## config.mk

```make
export PLATFORM = sky130hd
export DESIGN_NAME = cla_addsub_pipe_flat
export DESIGN_NICKNAME = d
export VERILOG_FILES = /design/src/rtl/cla_addsub_pipe_if.sv /design/src/rtl/cla_addsub_pipe.sv /design/src/flat_wrapper.sv
export SDC_FILE = /design/constraint.sdc
export NUM_CORES = 1
export LEC_CHECK = 0
export CELL_PAD_IN_SITES_DETAIL_PLACEMENT = 1
export CELL_PAD_IN_SITES_GLOBAL_PLACEMENT = 2
export CORE_MARGIN = 2
export CORE_UTILIZATION = 28
export CTS_CLUSTER_SIZE = 8
export DETAILED_ROUTE_END_ITERATION = 16
export MAX_ROUTING_LAYER = met4
export PLACE_DENSITY_LB_ADDON = 0.1
export SYNTH_ARGS = -nofsm -noshare
export SYNTH_HDL_FRONTEND = slang
export SYNTH_SLANG_ARGS = --single-unit
```

## constraint.sdc

```tcl
create_clock -name i_clk -period 2.87 [get_ports i_clk]
set_input_delay 0.287 -clock i_clk [delete_from_list [all_inputs] [get_ports i_clk]]
set_output_delay 0.287 -clock i_clk [all_outputs]
set_load 0.1 [all_outputs]
```

## src/rtl/cla_addsub_pipe_if.sv

```systemverilog
// Stream bundle for the pipelined CLA adder/subtractor: upstream operation
// handshake, downstream result handshake, operands, result and flags.
interface cla_addsub_pipe_if #(
    parameter int WIDTH = 32
);
    logic             i_valid;
    logic             o_ready;
    logic             i_sub;
    logic             i_carry;
    logic [WIDTH-1:0] i_data_a;
    logic [WIDTH-1:0] i_data_b;
    logic             o_valid;
    logic             i_ready;
    logic [WIDTH-1:0] o_sum;
    logic             o_carry;
    logic             o_ovf;
    logic             o_zero;

    // The adder side of the bundle.
    modport slave (
        input  i_valid, i_sub, i_carry, i_data_a, i_data_b, i_ready,
        output o_ready, o_valid, o_sum, o_carry, o_ovf, o_zero
    );

    // The environment side: issues operations and consumes results.
    modport master (
        output i_valid, i_sub, i_carry, i_data_a, i_data_b, i_ready,
        input  o_ready, o_valid, o_sum, o_carry, o_ovf, o_zero
    );
endinterface

```

## src/rtl/cla_addsub_pipe.sv

```systemverilog
// Pipelined carry-lookahead adder/subtractor.
// The WIDTH-bit operation is cut into STAGES segments of WIDTH/STAGES bits.
// Each stage resolves one segment with 4-bit CLA groups and a flat group
// lookahead from the registered segment carry, then hands the operands, the
// partial sum and the carry to the next stage. The last stage register is the
// output register; flags are formed there from the complete sum.
// The whole pipe advances together (global stall) whenever the output slot is
// empty or being drained, which also defines o_ready.
// WIDTH must be a multiple of 4*STAGES. i_rst is expected to be released
// synchronously to i_clk by the reset distribution upstream.
module cla_addsub_pipe #(
    parameter int WIDTH  = 32,
    parameter int STAGES = 2
) (
    input logic               i_clk,
    input logic               i_rst,
    cla_addsub_pipe_if.slave  bus
);
    localparam int SEG  = WIDTH / STAGES;
    localparam int NGRP = SEG / 4;

    logic             advance;
    logic             vld_q;
    logic [WIDTH-1:0] sum_q;
    logic             cout_q;
    logic             ovf_q;
    logic             zero_q;

    assign advance     = ~vld_q | bus.i_ready;
    assign bus.o_ready = advance;
    assign bus.o_valid = vld_q;
    assign bus.o_sum   = sum_q;
    assign bus.o_carry = cout_q;
    assign bus.o_ovf   = ovf_q;
    assign bus.o_zero  = zero_q;

    genvar k;
    generate
        for (k = 0; k < STAGES; k++) begin : stg
            logic [WIDTH-1:0] in_a;
            logic [WIDTH-1:0] in_b;
            logic [WIDTH-1:0] in_s;
            logic             in_c;
            logic             in_v;
            logic [SEG-1:0]   sa;
            logic [SEG-1:0]   sb;
            logic [SEG-1:0]   bp;
            logic [SEG-1:0]   bg;
            logic [SEG-1:0]   ss;
            logic [NGRP-1:0]  gp;
            logic [NGRP-1:0]  gg;
            logic [NGRP:0]    gc;
            logic [3:0]       cq;
            logic             pp;
            logic [WIDTH-1:0] nxt_s;

            if (k == 0) begin : src
                // Subtract is A + ~B + 1; the external carry only matters for add.
                assign in_a = bus.i_data_a;
                assign in_b = bus.i_sub ? ~bus.i_data_b : bus.i_data_b;
                assign in_c = bus.i_sub | bus.i_carry;
                assign in_s = '0;
                assign in_v = bus.i_valid;
            end else begin : src
                assign in_a = stg[k-1].fwd.a_q;
                assign in_b = stg[k-1].fwd.b_q;
                assign in_c = stg[k-1].fwd.c_q;
                assign in_s = stg[k-1].fwd.s_q;
                assign in_v = stg[k-1].fwd.v_q;
            end

            assign sa = in_a[k*SEG +: SEG];
            assign sb = in_b[k*SEG +: SEG];

            // Segment CLA: group P/G, flat group carries from the segment carry-in, bit sums.
            always_comb begin : seg_cla
                bp = sa ^ sb;
                bg = sa & sb;
                gp = '0;
                gg = '0;
                gc = '0;
                ss = '0;
                cq = '0;
                pp = 1'b1;
                for (int j = 0; j < NGRP; j++) begin
                    gp[j] = &bp[j*4 +: 4];
                    gg[j] = bg[j*4+3]
                          | (bp[j*4+3] & bg[j*4+2])
                          | (bp[j*4+3] & bp[j*4+2] & bg[j*4+1])
                          | (bp[j*4+3] & bp[j*4+2] & bp[j*4+1] & bg[j*4]);
                end
                // Each group carry is a sum of products straight from in_c; no group-to-group ripple.
                for (int j = 0; j <= NGRP; j++) begin
                    pp = 1'b1;
                    for (int i = j - 1; i >= 0; i--) begin
                        gc[j] = gc[j] | (pp & gg[i]);
                        pp    = pp & gp[i];
                    end
                    gc[j] = gc[j] | (pp & in_c);
                end
                for (int j = 0; j < NGRP; j++) begin
                    cq[0] = gc[j];
                    cq[1] = bg[j*4] | (bp[j*4] & gc[j]);
                    cq[2] = bg[j*4+1] | (bp[j*4+1] & bg[j*4])
                          | (bp[j*4+1] & bp[j*4] & gc[j]);
                    cq[3] = bg[j*4+2] | (bp[j*4+2] & bg[j*4+1])
                          | (bp[j*4+2] & bp[j*4+1] & bg[j*4])
                          | (bp[j*4+2] & bp[j*4+1] & bp[j*4] & gc[j]);
                    ss[j*4 +: 4] = bp[j*4 +: 4] ^ cq;
                end
            end

            // Drop this stage's segment into the partial sum travelling down the pipe.
            always_comb begin : merge
                nxt_s = in_s;
                nxt_s[k*SEG +: SEG] = ss;
            end

            if (k < STAGES - 1) begin : fwd
                logic             v_q;
                logic             c_q;
                logic [WIDTH-1:0] a_q;
                logic [WIDTH-1:0] b_q;
                logic [WIDTH-1:0] s_q;

                // Inter-stage register: operands, partial sum and segment carry move in lockstep.
                always_ff @(posedge i_clk or posedge i_rst) begin
                    if (i_rst) begin
                        v_q <= 1'b0;
                        c_q <= 1'b0;
                        a_q <= '0;
                        b_q <= '0;
                        s_q <= '0;
                    end else if (advance) begin
                        v_q <= in_v;
                        c_q <= gc[NGRP];
                        a_q <= in_a;
                        b_q <= in_b;
                        s_q <= nxt_s;
                    end
                end
            end
        end
    endgenerate

    logic             fin_a_msb;
    logic             fin_b_msb;
    logic [WIDTH-1:0] fin_sum;

    assign fin_a_msb = stg[STAGES-1].in_a[WIDTH-1];
    assign fin_b_msb = stg[STAGES-1].in_b[WIDTH-1];
    assign fin_sum   = stg[STAGES-1].nxt_s;

    // Output register: result and flags are captured together, so a stalled result stays frozen.
    always_ff @(posedge i_clk or posedge i_rst) begin
        if (i_rst) begin
            vld_q  <= 1'b0;
            sum_q  <= '0;
            cout_q <= 1'b0;
            ovf_q  <= 1'b0;
            zero_q <= 1'b0;
        end else if (advance) begin
            vld_q  <= stg[STAGES-1].in_v;
            sum_q  <= fin_sum;
            cout_q <= stg[STAGES-1].gc[NGRP];
            ovf_q  <= (fin_a_msb == fin_b_msb) & (fin_sum[WIDTH-1] != fin_a_msb);
            zero_q <= ~|fin_sum;
        end
    end

    // Operand bits of segments already summed reach the last stage but feed nothing there.
    logic unused_consumed;
    generate
        if (STAGES > 1) begin : g_sink
            assign unused_consumed = ^{stg[STAGES-1].in_a[(STAGES-1)*SEG-1:0],
                                       stg[STAGES-1].in_b[(STAGES-1)*SEG-1:0]};
        end else begin : g_sink
            assign unused_consumed = 1'b0;
        end
    endgenerate
endmodule
```

## src/flat_wrapper.sv

```systemverilog
// flat-port wrapper written by rule: the top's interface ports become plain ports
module cla_addsub_pipe_flat 
#(
    parameter int WIDTH  = 32,
    parameter int STAGES = 2
)
  (i_clk, i_rst, bus_i_valid, bus_i_sub, bus_i_carry, bus_i_data_a, bus_i_data_b, bus_i_ready, bus_o_ready, bus_o_valid, bus_o_sum, bus_o_carry, bus_o_ovf, bus_o_zero);
  cla_addsub_pipe_if #(.WIDTH(WIDTH)) bus_i ();
  input logic i_clk;
  input logic i_rst;
  input wire logic [$bits(bus_i.i_valid)-1:0] bus_i_valid;
  input wire logic [$bits(bus_i.i_sub)-1:0] bus_i_sub;
  input wire logic [$bits(bus_i.i_carry)-1:0] bus_i_carry;
  input wire logic [$bits(bus_i.i_data_a)-1:0] bus_i_data_a;
  input wire logic [$bits(bus_i.i_data_b)-1:0] bus_i_data_b;
  input wire logic [$bits(bus_i.i_ready)-1:0] bus_i_ready;
  output wire logic [$bits(bus_i.o_ready)-1:0] bus_o_ready;
  output wire logic [$bits(bus_i.o_valid)-1:0] bus_o_valid;
  output wire logic [$bits(bus_i.o_sum)-1:0] bus_o_sum;
  output wire logic [$bits(bus_i.o_carry)-1:0] bus_o_carry;
  output wire logic [$bits(bus_i.o_ovf)-1:0] bus_o_ovf;
  output wire logic [$bits(bus_i.o_zero)-1:0] bus_o_zero;
  assign bus_i.i_valid = bus_i_valid;
  assign bus_i.i_sub = bus_i_sub;
  assign bus_i.i_carry = bus_i_carry;
  assign bus_i.i_data_a = bus_i_data_a;
  assign bus_i.i_data_b = bus_i_data_b;
  assign bus_i.i_ready = bus_i_ready;
  assign bus_o_ready = bus_i.o_ready;
  assign bus_o_valid = bus_i.o_valid;
  assign bus_o_sum = bus_i.o_sum;
  assign bus_o_carry = bus_i.o_carry;
  assign bus_o_ovf = bus_i.o_ovf;
  assign bus_o_zero = bus_i.o_zero;
  cla_addsub_pipe #(.WIDTH(WIDTH), .STAGES(STAGES)) u_core (.i_clk(i_clk), .i_rst(i_rst), .bus(bus_i));
endmodule
```

==> results <==
worst reg2reg max path: stages (launching register included):
cell,delay [ns]
dfrtp_1,0.41
ha_4,0.26
a211oi_4,0.30
nor2_2,0.08
o21ai_2,0.17
nand2b_1,0.09
fa_1,0.47
nor4_2,0.34
nand4_1,0.13
nor4_1,0.21
a41oi_1,0.17
a221oi_2,0.20
cell usage in the layout, fill, tap and decap left out, drive strengths merged, types with 2 or more instances in the layout:
cell type / count
and2: 2
a221oi: 3
clkdlybuf4s50: 68
fa: 8
o31ai: 6
buf: 87
nand2b: 3
and3: 8
nor3: 12
nor4: 6
xnor2: 23
dfrtp: 86
nand3: 12
nand3b: 3
nor2: 30
clkinv: 6
nand2: 147
ha: 32
inv: 13
a21oi: 30
o21ai: 34
o21a: 4
a22oi: 3
a211oi: 3
or3: 4
a21o: 3
xor2: 23
nor3b: 3
nand4: 3
bufinv: 2
a31o: 2
clkbuf: 9
path summary, 6_finish.rpt:
path                                           startpoint                        end  slack [ns]  depth (start not counted)
worst max-delay path            u_core.stg[0].fwd.b_q[16]          u_core.bus.o_zero       -0.05                         11
worst min-delay path                                i_rst         u_core.bus.o_carry        0.28                          2
worst max register to register  u_core.stg[0].fwd.b_q[16]          u_core.bus.o_zero       -0.05                         11
worst min register to register      u_core.stg[0].fwd.v_q      u_core.stg[0].fwd.v_q        0.47                          2
max in group asynchronous                           i_rst  u_core.stg[0].fwd.b_q[25]        1.90                          3
min in group i_clk                  u_core.stg[0].fwd.v_q      u_core.stg[0].fwd.v_q        0.47                          2
cells in the mapped netlist (3+ instances only):
cell type / number
nand2_1: 146
dfrtp_1: 86
ha_1: 32
o21ai_0: 31
nor2_1: 30
a21oi_1: 28
xnor2_1: 23
xor2_1: 23
clkbuf_1: 15
inv_1: 13
nand3_1: 12
nor3_1: 12
fa_1: 8
and3_1: 6
nor4_1: 6
buf_1: 5
o31ai_1: 5
o21a_1: 4
or3_1: 4
a22oi_1: 3
nand2b_1: 3
nand3b_1: 3
nand4_1: 3
nor3b_1: 3
o21ai_1: 3
final cells by class:
class	count	area (sq um)	area share, %
well taps	225	282	4.06
flip-flops and latches	86	2150	31.1
repair buffers	155	1360	19.6
clock buffers	9	225	3.25
multi-input cells	422	2770	40.0
inverters	14	53.8	0.776
clock inverters	7	88.8	1.28
metrics by stage:
stage                     TNS (ns)  hold WS [ns]
after floorplan            -0.0365         0.399
after global placement      -0.224         0.442
after detailed placement    -0.462         0.456
after CTS                  -0.0144         0.302
after global routing        -0.232         0.327
final                      -0.0512         0.283
sequential cells by signal, indices dropped and copies added (netlist names):
name                count
u_core.bus.o_sum       32
u_core.stg.fwd.a_q     16
u_core.stg.fwd.b_q     16
u_core.stg.fwd.s_q     16
u_core.bus.o_carry      1
u_core.bus.o_ovf        1
u_core.bus.o_valid      1
u_core.bus.o_zero       1
u_core.stg.fwd.c_q      1
u_core.stg.fwd.v_q      1
logic make-up after synthesis:
group / count (synthesis) / synth area share [%]
compound gates: 97 / 13.4
xor+xnor: 46 / 8.09
fa+ha+maj: 40 / 11.3
buf+inv: 37 / 2.91
flops: 86 / 43.2
mux: 1 / 0.301
simple gates: 238 / 20.9
metal layers:
| layer | up-vias | wire (um) | GRT usage (%) |
|---|---|---|---|
| met5 | - | 0 | - |
| met1 | 2078 | 6310 | 20.2 |
| li1 | 2135 | - | - |
| met3 | 9 | 392 | 2.65 |
| met4 | 0 | 159 | 4.64 |
| met2 | 66 | 7530 | 28.9 |
repair_timing:
item / 4_1_cts / 5_1_grt
buffers inserted: 13 / 0
endpoints found under the setup margin: 1 / 1
gates resized for setup: 11 / 2
pin swaps: 17 / 0
endpoints found under the hold margin: 0 / 0
power groups by stage:
stage | Clock [W] | Sequential, W | Combinational, W
5_1_grt | 0.00135 | 0.00187 | 0.00369
3_3_place_gp | 0 | 0.00184 | 0.00334
2_1_floorplan | 0 | 0.00320 | 0.00101
6_report | 0.00125 | 0.00182 | 0.00344
4_1_cts | 0.00130 | 0.00183 | 0.00348
3_5_place_dp | 0 | 0.00185 | 0.00338
==> results.md <==
* Outcome: finished, violations left
* Failing checks: setup timing
* Synth Net Count at 655
* Initial antenna violation count at 0
* Synth Instances at 545
* Worst setup margin at -0.0512 ns
* CTS tree: built
* Switching share of power at 48.6%
* Crit path time final at 2.92 ns
* Initial DRT Pass Iterations at 4
* Total CTS buffers at 9
* Worst Clk Skew at 0.00717 ns
* First-pass GRT wire length at 23500 um
* WP buf/inv at 0
* Register bit total from synthesis at 86
* CTS Hold Bufs at 0
* Cell Area, Synth at 4980 sq um
* Synth top area share at 43.2%
* Routed WL per cell at 15.7 um
* Post-synth ARST share at 100%
* Fin. max-slew vios at 0
* Antenna cells at 0
* Fraction of layout cells with a size suffix above 1 at 19.8%
* Hold Path Class: input pin to asynchronous set/reset pin
* Synth Flop Type: dfrtp_1
* Synth area leaders: dfrtp_1 43%, nand2_1 11%, ha_1 8.0%, xnor2_1 4.0%, xor2_1 4.0%
* Dpl ws at -0.307 ns
* I/O Buffers at 106
* RSZ-0062 raised after global routing: yes
* Clk slew on worst S/H paths at 0.06 ns
* Fill cells at 1968
* DR vias at 4288
* Slowest-stage cell, CP: fa_1
* Placed insts at 890
* Die Area at 18900 sq um
* Max-cap viol count at 0
* Arrival time worst endpoint at 3.17 ns
* CTS sink count at 86
* DR DRC count at 0
* Core footprint at 17400 sq um
* Clk pwr share at 19.2%
* CP delay by family, top: simple AND/OR/NAND/NOR gates
* Final ANT Viol Nets at 0
* Hpwl dp at 11100 um
* Critical path class: flip-flop to flip-flop
* Crit-path cells: ha_4 > a211oi_4 > nor2_2 > o21ai_2 > nand2b_1 > fa_1 > nor4_2 > nand4_1 > nor4_1 > a41oi_1 > a221oi_2
* Fin nets at 798
* H-tree depth at 3
* Detailed Route WL at 14400 um
* Largest area contributor in the netlist: dfrtp_1
* Critical path launch point type: flip-flop
* Worst path required time at 3.12 ns
* Logic pwr share at 52.8%
* Internal power at 0.00335 W
* Ratio of final minimum period to clock period at 102%
* Sequential share of power at 28.0%
* Final Hold Viols at 0
* Yosys warns at 0
* CP Capture Type: flip-flop
* Core Util, Final at 39.9%
* Max clock buf depth at 2
* Worst rel slew slack at 63.0%
* Worst VDD drop at 0.000551 V
* GP Congestion at 0.793
* Die Wd at 137 um
* Total GRT Usage at 16.7%
* Power density over the cells at 940 nW/um^2
* Vias/cell at 4.67
* Sequential-to-total area share from yosys stat at 43.2%
* Clk Tree Root Cell: clkbuf_16
* Avg Synthesized Cell Area at 9.14 sq um
* Row cnt at 48
* Largest net degree at the start of global routing at 105
* # IOs at 107
* GR Overflow Total at 0
* Placed cell areas at 6460 sq um
* Initial Util at 28.7%
* Setup violators final at 1
* CP Max Fanout at 4
* Vias in the first global route at 4607
* Synth cell types at 57
* Psw at 0.00316 W
* Worst-Margin Slew at 0.551 ns
* Post-synth EDFFs at 0
* Worst skew pair latency at 0.35 ns
* Layout area overhead at 39.2%
* Post-Layout Cell Count at 918
* Chip height at 137 um
* DRT iter0 DRCs at 158
* Fin area at 6930 sq um
* Critical path's largest stage delay at 0.47 ns
* LEAKAGE at 3.18 nW
* Maximum clock frequency at 342 MHz
* Total Power at 0.00651 W
Note: power is estimated with default switching activity, not from simulation.
